## config.mk

```make
export PLATFORM = sky130hd
export DESIGN_NAME = uart_tx_arbiter
export DESIGN_NICKNAME = d
export VERILOG_FILES = /design/src/rtl/uart_tx_arbiter.sv
export SDC_FILE = /design/constraint.sdc
export NUM_CORES = 1
export LEC_CHECK = 0
export BUFFER_PORTS_ARGS = -buffer_cell sky130_fd_sc_hd__buf_2
export CORE_UTILIZATION = 40
export CTS_BUF_LIST = sky130_fd_sc_hd__clkbuf_8
export DETAILED_ROUTE_END_ITERATION = 12
export PLACE_DENSITY = 0.66
export SLEW_MARGIN = 20
export SYNTH_ARGS = -nofsm -noshare
export SYNTH_HDL_FRONTEND = slang
export SYNTH_SLANG_ARGS = --single-unit
```

## constraint.sdc

```tcl
create_clock -name clk -period 6.62 [get_ports clk]
set_clock_uncertainty 0.2 [all_clocks]
set_input_delay 0.331 -clock clk [delete_from_list [all_inputs] [get_ports clk]]
set_output_delay 0.331 -clock clk [all_outputs]
set_load 0.01 [all_outputs]
```

## src/rtl/uart_tx_arbiter.sv

```systemverilog
// Shares one UART transmitter among NUM_REQ byte streams: round-robin grant,
// packet locking with a burst limit, CTS flow control and tx_start/tx_busy sequencing.
//   state       | meaning
//   S_IDLE      | waiting for a request with CTS high and the transmitter idle
//   S_SEND      | one-cycle tx_start/gnt pulse for the captured byte
//   S_WAIT_BUSY | waiting for the transmitter to raise tx_busy
//   S_WAIT_DONE | byte in flight; on completion continue the packet or release
module uart_tx_arbiter #(
  parameter  int NUM_REQ   = 4,
  parameter  int DATA_W    = 8,
  parameter  int MAX_BURST = 16,
  localparam int OW        = (NUM_REQ > 1) ? $clog2(NUM_REQ) : 1
) (
  input  logic                      clk,
  input  logic                      rst_n,
  input  logic [NUM_REQ-1:0]        req,
  input  logic [NUM_REQ*DATA_W-1:0] req_data,
  input  logic [NUM_REQ-1:0]        req_last,
  output logic [NUM_REQ-1:0]        gnt,
  input  logic                      UARTn_CTS,
  output logic                      tx_start,
  output logic [DATA_W-1:0]         tx_data,
  input  logic                      tx_busy,
  output logic [OW-1:0]             owner,
  output logic                      locked
);

  typedef enum logic [1:0] {
    S_IDLE      = 2'd0,
    S_SEND      = 2'd1,
    S_WAIT_BUSY = 2'd2,
    S_WAIT_DONE = 2'd3
  } state_t;

  localparam logic [7:0]    MAX_B    = 8'(MAX_BURST);
  localparam logic [OW-1:0] LAST_IDX = OW'(NUM_REQ - 1);

  state_t              state_q, state_d;
  logic [OW-1:0]       owner_q, owner_d;
  logic [OW-1:0]       rr_q, rr_d;
  logic [DATA_W-1:0]   tx_data_q, tx_data_d;
  logic [7:0]          burst_cnt_q, burst_cnt_d;
  logic                locked_q, locked_d;
  logic                tx_start_q, tx_start_d;
  logic [NUM_REQ-1:0]  gnt_q, gnt_d;

  logic [DATA_W-1:0]   req_byte [NUM_REQ];
  logic [OW-1:0]       scan_idx, win_idx, cap_idx, owner_inc;
  logic                win_found, do_capture;
  logic [7:0]          cap_cnt;

  for (genvar i = 0; i < NUM_REQ; i++) begin : g_unpack
    assign req_byte[i] = req_data[i*DATA_W +: DATA_W];
  end

  // First requester at or after the rr pointer, wrapping.
  always_comb begin
    win_found = 1'b0;
    win_idx   = rr_q;
    scan_idx  = rr_q;
    for (int k = 0; k < NUM_REQ; k++) begin
      scan_idx = OW'((int'(rr_q) + k) % NUM_REQ);
      if (!win_found && req[scan_idx]) begin
        win_found = 1'b1;
        win_idx   = scan_idx;
      end
    end
  end

  assign owner_inc = (owner_q == LAST_IDX) ? '0 : owner_q + 1'b1;

  always_comb begin
    state_d     = state_q;
    owner_d     = owner_q;
    rr_d        = rr_q;
    tx_data_d   = tx_data_q;
    burst_cnt_d = burst_cnt_q;
    locked_d    = locked_q;
    tx_start_d  = 1'b0;
    gnt_d       = '0;
    do_capture  = 1'b0;
    cap_idx     = owner_q;
    cap_cnt     = burst_cnt_q;

    case (state_q)
      S_IDLE: begin
        if (win_found && UARTn_CTS && !tx_busy) begin
          do_capture = 1'b1;
          cap_idx    = win_idx;
          cap_cnt    = 8'd1;
        end
      end
      S_SEND: state_d = S_WAIT_BUSY;
      S_WAIT_BUSY: begin
        if (tx_busy) state_d = S_WAIT_DONE;
      end
      S_WAIT_DONE: begin
        if (!tx_busy) begin
          // Release rotates the pointer even on a forced burst-limit release.
          if (!locked_q || !req[owner_q]) begin
            locked_d = 1'b0;
            rr_d     = owner_inc;
            state_d  = S_IDLE;
          end else if (UARTn_CTS) begin
            do_capture = 1'b1;
            cap_cnt    = burst_cnt_q + 8'd1;
          end
        end
      end
      default: state_d = S_IDLE;
    endcase

    if (do_capture) begin
      owner_d        = cap_idx;
      tx_data_d      = req_byte[cap_idx];
      burst_cnt_d    = cap_cnt;
      locked_d       = !req_last[cap_idx] && (cap_cnt < MAX_B);
      tx_start_d     = 1'b1;
      gnt_d[cap_idx] = 1'b1;
      state_d        = S_SEND;
    end
  end

  always_ff @(posedge clk) begin
    if (!rst_n) begin
      state_q     <= S_IDLE;
      owner_q     <= '0;
      rr_q        <= '0;
      tx_data_q   <= '0;
      burst_cnt_q <= '0;
      locked_q    <= 1'b0;
      tx_start_q  <= 1'b0;
      gnt_q       <= '0;
    end else begin
      state_q     <= state_d;
      owner_q     <= owner_d;
      rr_q        <= rr_d;
      tx_data_q   <= tx_data_d;
      burst_cnt_q <= burst_cnt_d;
      locked_q    <= locked_d;
      tx_start_q  <= tx_start_d;
      gnt_q       <= gnt_d;
    end
  end

  assign gnt      = gnt_q;
  assign tx_start = tx_start_q;
  assign tx_data  = tx_data_q;
  assign owner    = owner_q;
  assign locked   = locked_q;

endmodule

```

; ---- After elaboration in Yosys (flattened, before gate mapping)
; Index checks and enable logic that the tools add are counted.
[op_classes]
bitwise_logic = 3
n_reduce_logical = 26
n_eq_ne = 11
add_sub_neg = 5
magnitude_cmp = 9
muxes = 47
[op_table]
columns = operator, count
row1 = 8-bit two-way mux, 6
row2 = 1-bit two-way mux, 21
row3 = "2-bit by 3-bit less-than comparator with 1-bit output, second input constant", 6
row4 = 2-bit two-way mux, 9
row5 = 8-bit binary-select mux with 2-bit select, 1
row6 = 8-bit one-hot mux with 2 select lines, 1
row7 = 1-bit binary-select mux with 2-bit select, 6
row8 = "3-bit != test, second input constant", 3
row9 = "8-bit by 1-bit adder with 8-bit output, second input constant", 1
row10 = "8-bit by 5-bit less-than comparator with 1-bit output, second input constant", 1
row11 = 4-bit AND reduction, 2
row12 = 1-bit logical AND, 7
row13 = 1-bit zero test, 7
row14 = "2-bit == test, second input constant", 3
row15 = "2-bit != test, second input constant", 3
row16 = 2-bit one-hot mux with 3 select lines, 1
row17 = 3-bit AND reduction, 2
row18 = "2-bit by 1-bit adder with 2-bit output, second input constant", 2
row19 = "2-bit adder, second input constant", 2
row20 = 2-bit nonzero test, 2
row21 = 4-bit nonzero test, 1
row22 = "3-bit greater-or-equal comparator, second input constant", 1
row23 = 2-bit NOT with 3-bit output, 1
row24 = 3-bit nonzero test, 1
row25 = 10 further kinds, 11
[word_totals]
output_inout_bits = 16
word_cells = 110
reg_bits = 28
input_bits = 44

; ---- Logic depth before layout (Yosys ltp)
[depth]
ltp_word = 21
mapped_depth = 10
mapped_depth_nobuf = 8

; ---- Worst setup path before layout
; OpenSTA, ideal clock, no wires.
[synth_timing]
kind = register to register
start = register state_q[0]
end = register tx_data_q[7], in the netlist tx_data[7]
t_required_ns = 6.344
synth_period_minus_slack_ns = 2.187
path_buffers = 2
setup_time_ns = 0.076
stages_incl_launch_ff = 11
path_slack_ns = 4.433
arrival_ns = 1.911
path_cell_list = dfxtp_1 > inv_1 > ha_1 > nand3b_4 > or2_4 > o31ai_2 > buf_6 > buf_8 > nand2_1 > a22o_1 > o22ai_1
[synth_via]
elab_chain_cells = 6
word_cells_on_any_way = 8
classes_between = eq/ne: 1 / mux: 5 / bitwise: 1 / reduce/logical: 1
[synth_rtl]
columns = item, line_no
row1 = "start, declared", 38  ; state_t state_q, state_d;
row2 = "start signal, assigned", 135  ; state_q <= state_d;
row3 = 2-bit zero test, 85  ; case (state_q)
row4 = 2-bit two-way mux, 85
row5 = 2-bit NOT with 3-bit output (not written as such), 115  ; tx_data_d = req_byte[cap_idx];
row6 = 8-bit binary-select mux with 2-bit select, 115
row7 = 8-bit two-way mux (not written as such) (2 in a row), 115
row8 = "end signal, assigned", 138  ; tx_data_q <= tx_data_d;
row9 = "end, declared", 41  ; logic [DATA_W-1:0] tx_data_q, tx_data_d;
; Parallel ways exist; a longest one is shown, timed or not. The select of a mux whose other input is x is not followed.
; A chain may end at the register's enable or synchronous reset.

; ---- Worst setup path after layout
[layout_timing]
start = register state_q[0]
end = register tx_data_q[1], in the netlist tx_data[1]
; The elaborated chain is that of the path after synthesis.

==> summary by stage <==
STA
Timing would allow up to 349 MHz. At the pin with the least slew margin, the transition time is 0.938 ns. The number of hold-slack violations in the final timing report came to 0. The setup-violating endpoint count in the final report is 0. Setup repair after global routing left no endpoint under its margin. The final critical-path required period is 2.86 ns. Summed over all failing endpoints, the final setup total negative slack is 0 ns. Of the available clock period, the critical path in the final layout requires 43.2%. The max-slew violation count came to 0. Headroom to the max-slew limit came out at 37.4%.

GRT
The number of antenna violations at the first check in global routing is 0. For this run the aggregate overflow at the end of global routing stands at 0. The first global-routing pass estimated 7030 um of wire. Entering global routing, the biggest net connects 26 pins. The global routing usage summed across all routing layers is 19.6%. The via count of the first global-routing pass was 1614.

Logic synthesis
Dividing the synthesized area by the synthesized cell count gives 8.13 um^2. In this run, synthesis produced a sequential element count of 28. The cell count after synthesis is 219. The number of nets in the synthesized netlist is 269. The main flop type after synthesis is sky130_fd_sc_hd__dfxtp_1.

Yosys attributes the largest share of cell area to sky130_fd_sc_hd__dfxtp_1 31%, sky130_fd_sc_hd__mux2i_1 6.2%, sky130_fd_sc_hd__nand2_1 5.7%. By count the netlist is led by 28 x sky130_fd_sc_hd__dfxtp_1, 27 x sky130_fd_sc_hd__nand2_1, 19 x sky130_fd_sc_hd__a21oi_1. The synthesized cell area is 1780 um^2. In the synthesized netlist the async set-or-reset flop fraction comes to 0%. Counting flops with a built-in enable in the synthesized netlist gives 0. By instance count, the leading cell after synthesis is sky130_fd_sc_hd__dfxtp_1. The sequential element share of the synthesized area is 31.5%. The area share of the largest cell type after synthesis is 31.5%. The total of warnings raised by yosys is 0.

Of all cell types, the one taking the most synthesized area is sky130_fd_sc_hd__dfxtp_1. The count of different cell masters after synthesis is 52.

Layout
The layout has 415 filler cells. The repair_antennas step left the layout with diodes totalling 0. Cells with a size suffix above 1 make up 27.8% of the layout.

After routing the design area is 2150 um^2. Once layout is complete, the utilization of the core stands at 52.0%. For this run, the number of standard cells in the final layout without fillers is 323. From synthesis to final layout, the design area changed by 21.0%. The net count of the finished layout is 324.

Worst setup path
Together, buffers and inverters on the worst path number 1. STA puts the critical path data arrival time at 2.86 ns. The type of element launching the critical path is a flop. The largest incremental delay on the critical path is 0.73 ns. The critical path class is flop to flop. The critical path's top delay family is compound AO/OA/AOI/OAI gates. The endpoint required time on the critical path is 6.62 ns. The kind of capture point of the worst setup path is a flop. The cell type of the slowest stage on the worst timing path is sky130_fd_sc_hd__o21ai_2. The critical path goes through inv_1 > ha_1 > nand3b_4 > or2_4 > o21ai_2 > nand2_1 > o22ai_1. The largest fanout on the critical path is 25.

Clock tree
The clock transition at the register clock pins on the worst setup and hold paths after CTS is 0.10 ns. The clock insertion delay at the later pin of the skew report is 0.28 ns. The longest clock path from root to sink contains 2 buffers. Hold repair after CTS inserted 0 buffers. The TritonCTS clock tree is built. Gates resized during post-CTS repair numbered 0. The root buffer cell is sky130_fd_sc_hd__clkbuf_8. The number of clock sinks is 28. The H-tree depth is 1. The number of setup buffers added after CTS is 0. The number of clock buffers added by TritonCTS is 3.

Power
Cell internal power was estimated by the tool at 365 uW. The net switching power is 201 uW. The combinational cell fraction of total power is 37.7%. The design draws 566 uW.

Of the total power, the share spent switching nets is 35.6%. The fraction of power consumed by sequential logic is 38.1%. The worst-case IR drop observed on VDD is 0.122 mV.

The analysis attributes to cell leakage a power of 0.939 nW. Per report_power, the clock group accounts for 24.2% of the total. In this run the power density over the cells is 263 nW/um^2.

Job
The count of maximum capacitance violations is 0.

Floorplanning
The overall die area is 4720 um^2. The height of the chip is 68.7 um. The width of the die is 68.7 um. After floorplanning, the core was sized to cover 4140 um^2.

The number of placed I/O pins is 60. The site row count is 23. Once the floorplan was initialized, standard cells occupied 43.0% of the core.

Place
Once placement completed, the tool counted placed cells totaling 319. Summing all placed instances gives a cell area of 2080 um^2. The weighted congestion at the end of routability-driven global placement is 0.851. The half-perimeter wire length of the detailed placement result is 3380 um. The number of input and output port buffers inserted is 59.

Drt
After detailed routing, the number of remaining DRC violations is 0. The sum of routed wire length over all layers is 4490 um. For this run, the detailed router's first-pass iteration total came to 4. The average wire per cell in the routed design is 13.9 um. The post-detailed-route count of antenna-violating nets is 0. The via count of the routed design is 1833.

In the routed layout, each cell is associated on average with a via count of 5.67. After the first detailed-routing iteration, the DRC count stood at 88.

Status
The flow ran to the end, and the final reports show no timing, DRC or antenna violations.

Hold path
The path class of the tightest hold or removal check is primary input to flop.
[logic make-up after synthesis]
family	after synthesis	share of synthesized area, %
and+or+nand+nor	79	22.8
AOI/OAI and AO/OA	77	30.1
DFF	28	31.5
buffers and inverters	18	5.20
muxes	11	6.18
adders and majority gates	6	4.22
[cell usage in the layout (no fill, tap or decap), types with 4 or more instances in the layout]
| cell type | instances |
|---|---|
| sky130_fd_sc_hd__buf_2 | 59 |
| sky130_fd_sc_hd__dfxtp_1 | 28 |
| sky130_fd_sc_hd__nand2_1 | 27 |
| sky130_fd_sc_hd__a21oi_1 | 19 |
| sky130_fd_sc_hd__nor2_1 | 18 |
| sky130_fd_sc_hd__mux2i_1 | 11 |
| sky130_fd_sc_hd__o21ai_0 | 10 |
| sky130_fd_sc_hd__a211oi_1 | 9 |
| sky130_fd_sc_hd__inv_1 | 8 |
| sky130_fd_sc_hd__a22o_1 | 8 |
| sky130_fd_sc_hd__o22ai_1 | 8 |
| sky130_fd_sc_hd__nand2b_1 | 6 |
| sky130_fd_sc_hd__ha_1 | 6 |
| sky130_fd_sc_hd__nor3_1 | 5 |
| sky130_fd_sc_hd__nor2b_1 | 4 |
[power groups by stage]
stage	logic, mW	clock network, mW	registers (mW)
finish	0.214	0.137	0.216
global route	0.237	0.147	0.219
CTS	0.215	0.139	0.216
detailed placement	0.214	0	0.219
global placement	0.212	0	0.219
floorplan	0.157	0	0.221
[worst paths after layout]
kind              depth (start not counted)  slack [ns]                    start                      end
setup / recovery                          7        3.76  state_q[0]$_SDFFE_PN0P_  tx_data[1]$_SDFFE_PN0P_
hold / removal                            2        0.20                    rst_n  state_q[0]$_SDFFE_PN0P_
setup reg to reg                          7        3.76  state_q[0]$_SDFFE_PN0P_  tx_data[1]$_SDFFE_PN0P_
hold reg to reg                           2        0.28  tx_data[2]$_SDFFE_PN0P_  tx_data[2]$_SDFFE_PN0P_
[area by class of cell]
| type | instances | area [um^2] | share of cell area [%] |
|---|---|---|---|
| multi-input cells | 173 | 1130 | 52.3 |
| well taps | 50 | 62.6 | 2.90 |
| repair buffers | 60 | 303 | 14.1 |
| clock buffers | 3 | 41.3 | 1.92 |
| clock inverters | 1 | 30.0 | 1.39 |
| inverters | 8 | 30.0 | 1.39 |
| flip-flops and latches | 28 | 561 | 26.0 |
[per-layer routing]
| metal | part of all wire, % | vias to the layer above | global-route usage (%) | wire [um] |
|---|---|---|---|---|
| li1 | - | 922 | - | - |
| met1 | 44 | 832 | 24.2 | 1980 |
| met2 | 48 | 73 | 34.1 | 2150 |
| met3 | 6.7 | 6 | 4.44 | 303 |
| met4 | 1.3 | 0 | 5.36 | 59 |
| met5 | 0 | - | 0 | 0 |
[metrics by stage]
stage,hold WS (ns),setup WS [ns]
final,0.196,3.76
after global routing,0.190,3.48
after detailed placement,0.259,3.73
after floorplan,0.249,4.43
after global placement,0.254,3.81
after CTS,0.190,3.72
[registers in the layout, indices dropped and copies added (netlist names)]
register and flops:
tx_start 1, locked 1, burst_cnt_q 8, owner 2
rr_q 2, tx_data 8, gnt 4, state_q 2
[worst register-to-register path, delay by kind of cell (launching register included)]
| family | cells | cell delay [ns] |
|---|---|---|
| flops | 1 | 0.35 |
| simple gates | 3 | 0.85 |
| fa+ha+maj | 1 | 0.28 |
| buf+inv | 1 | 0.11 |
| compound gates | 2 | 1.01 |
No activity file was read; power rests on OpenSTA's default activity.
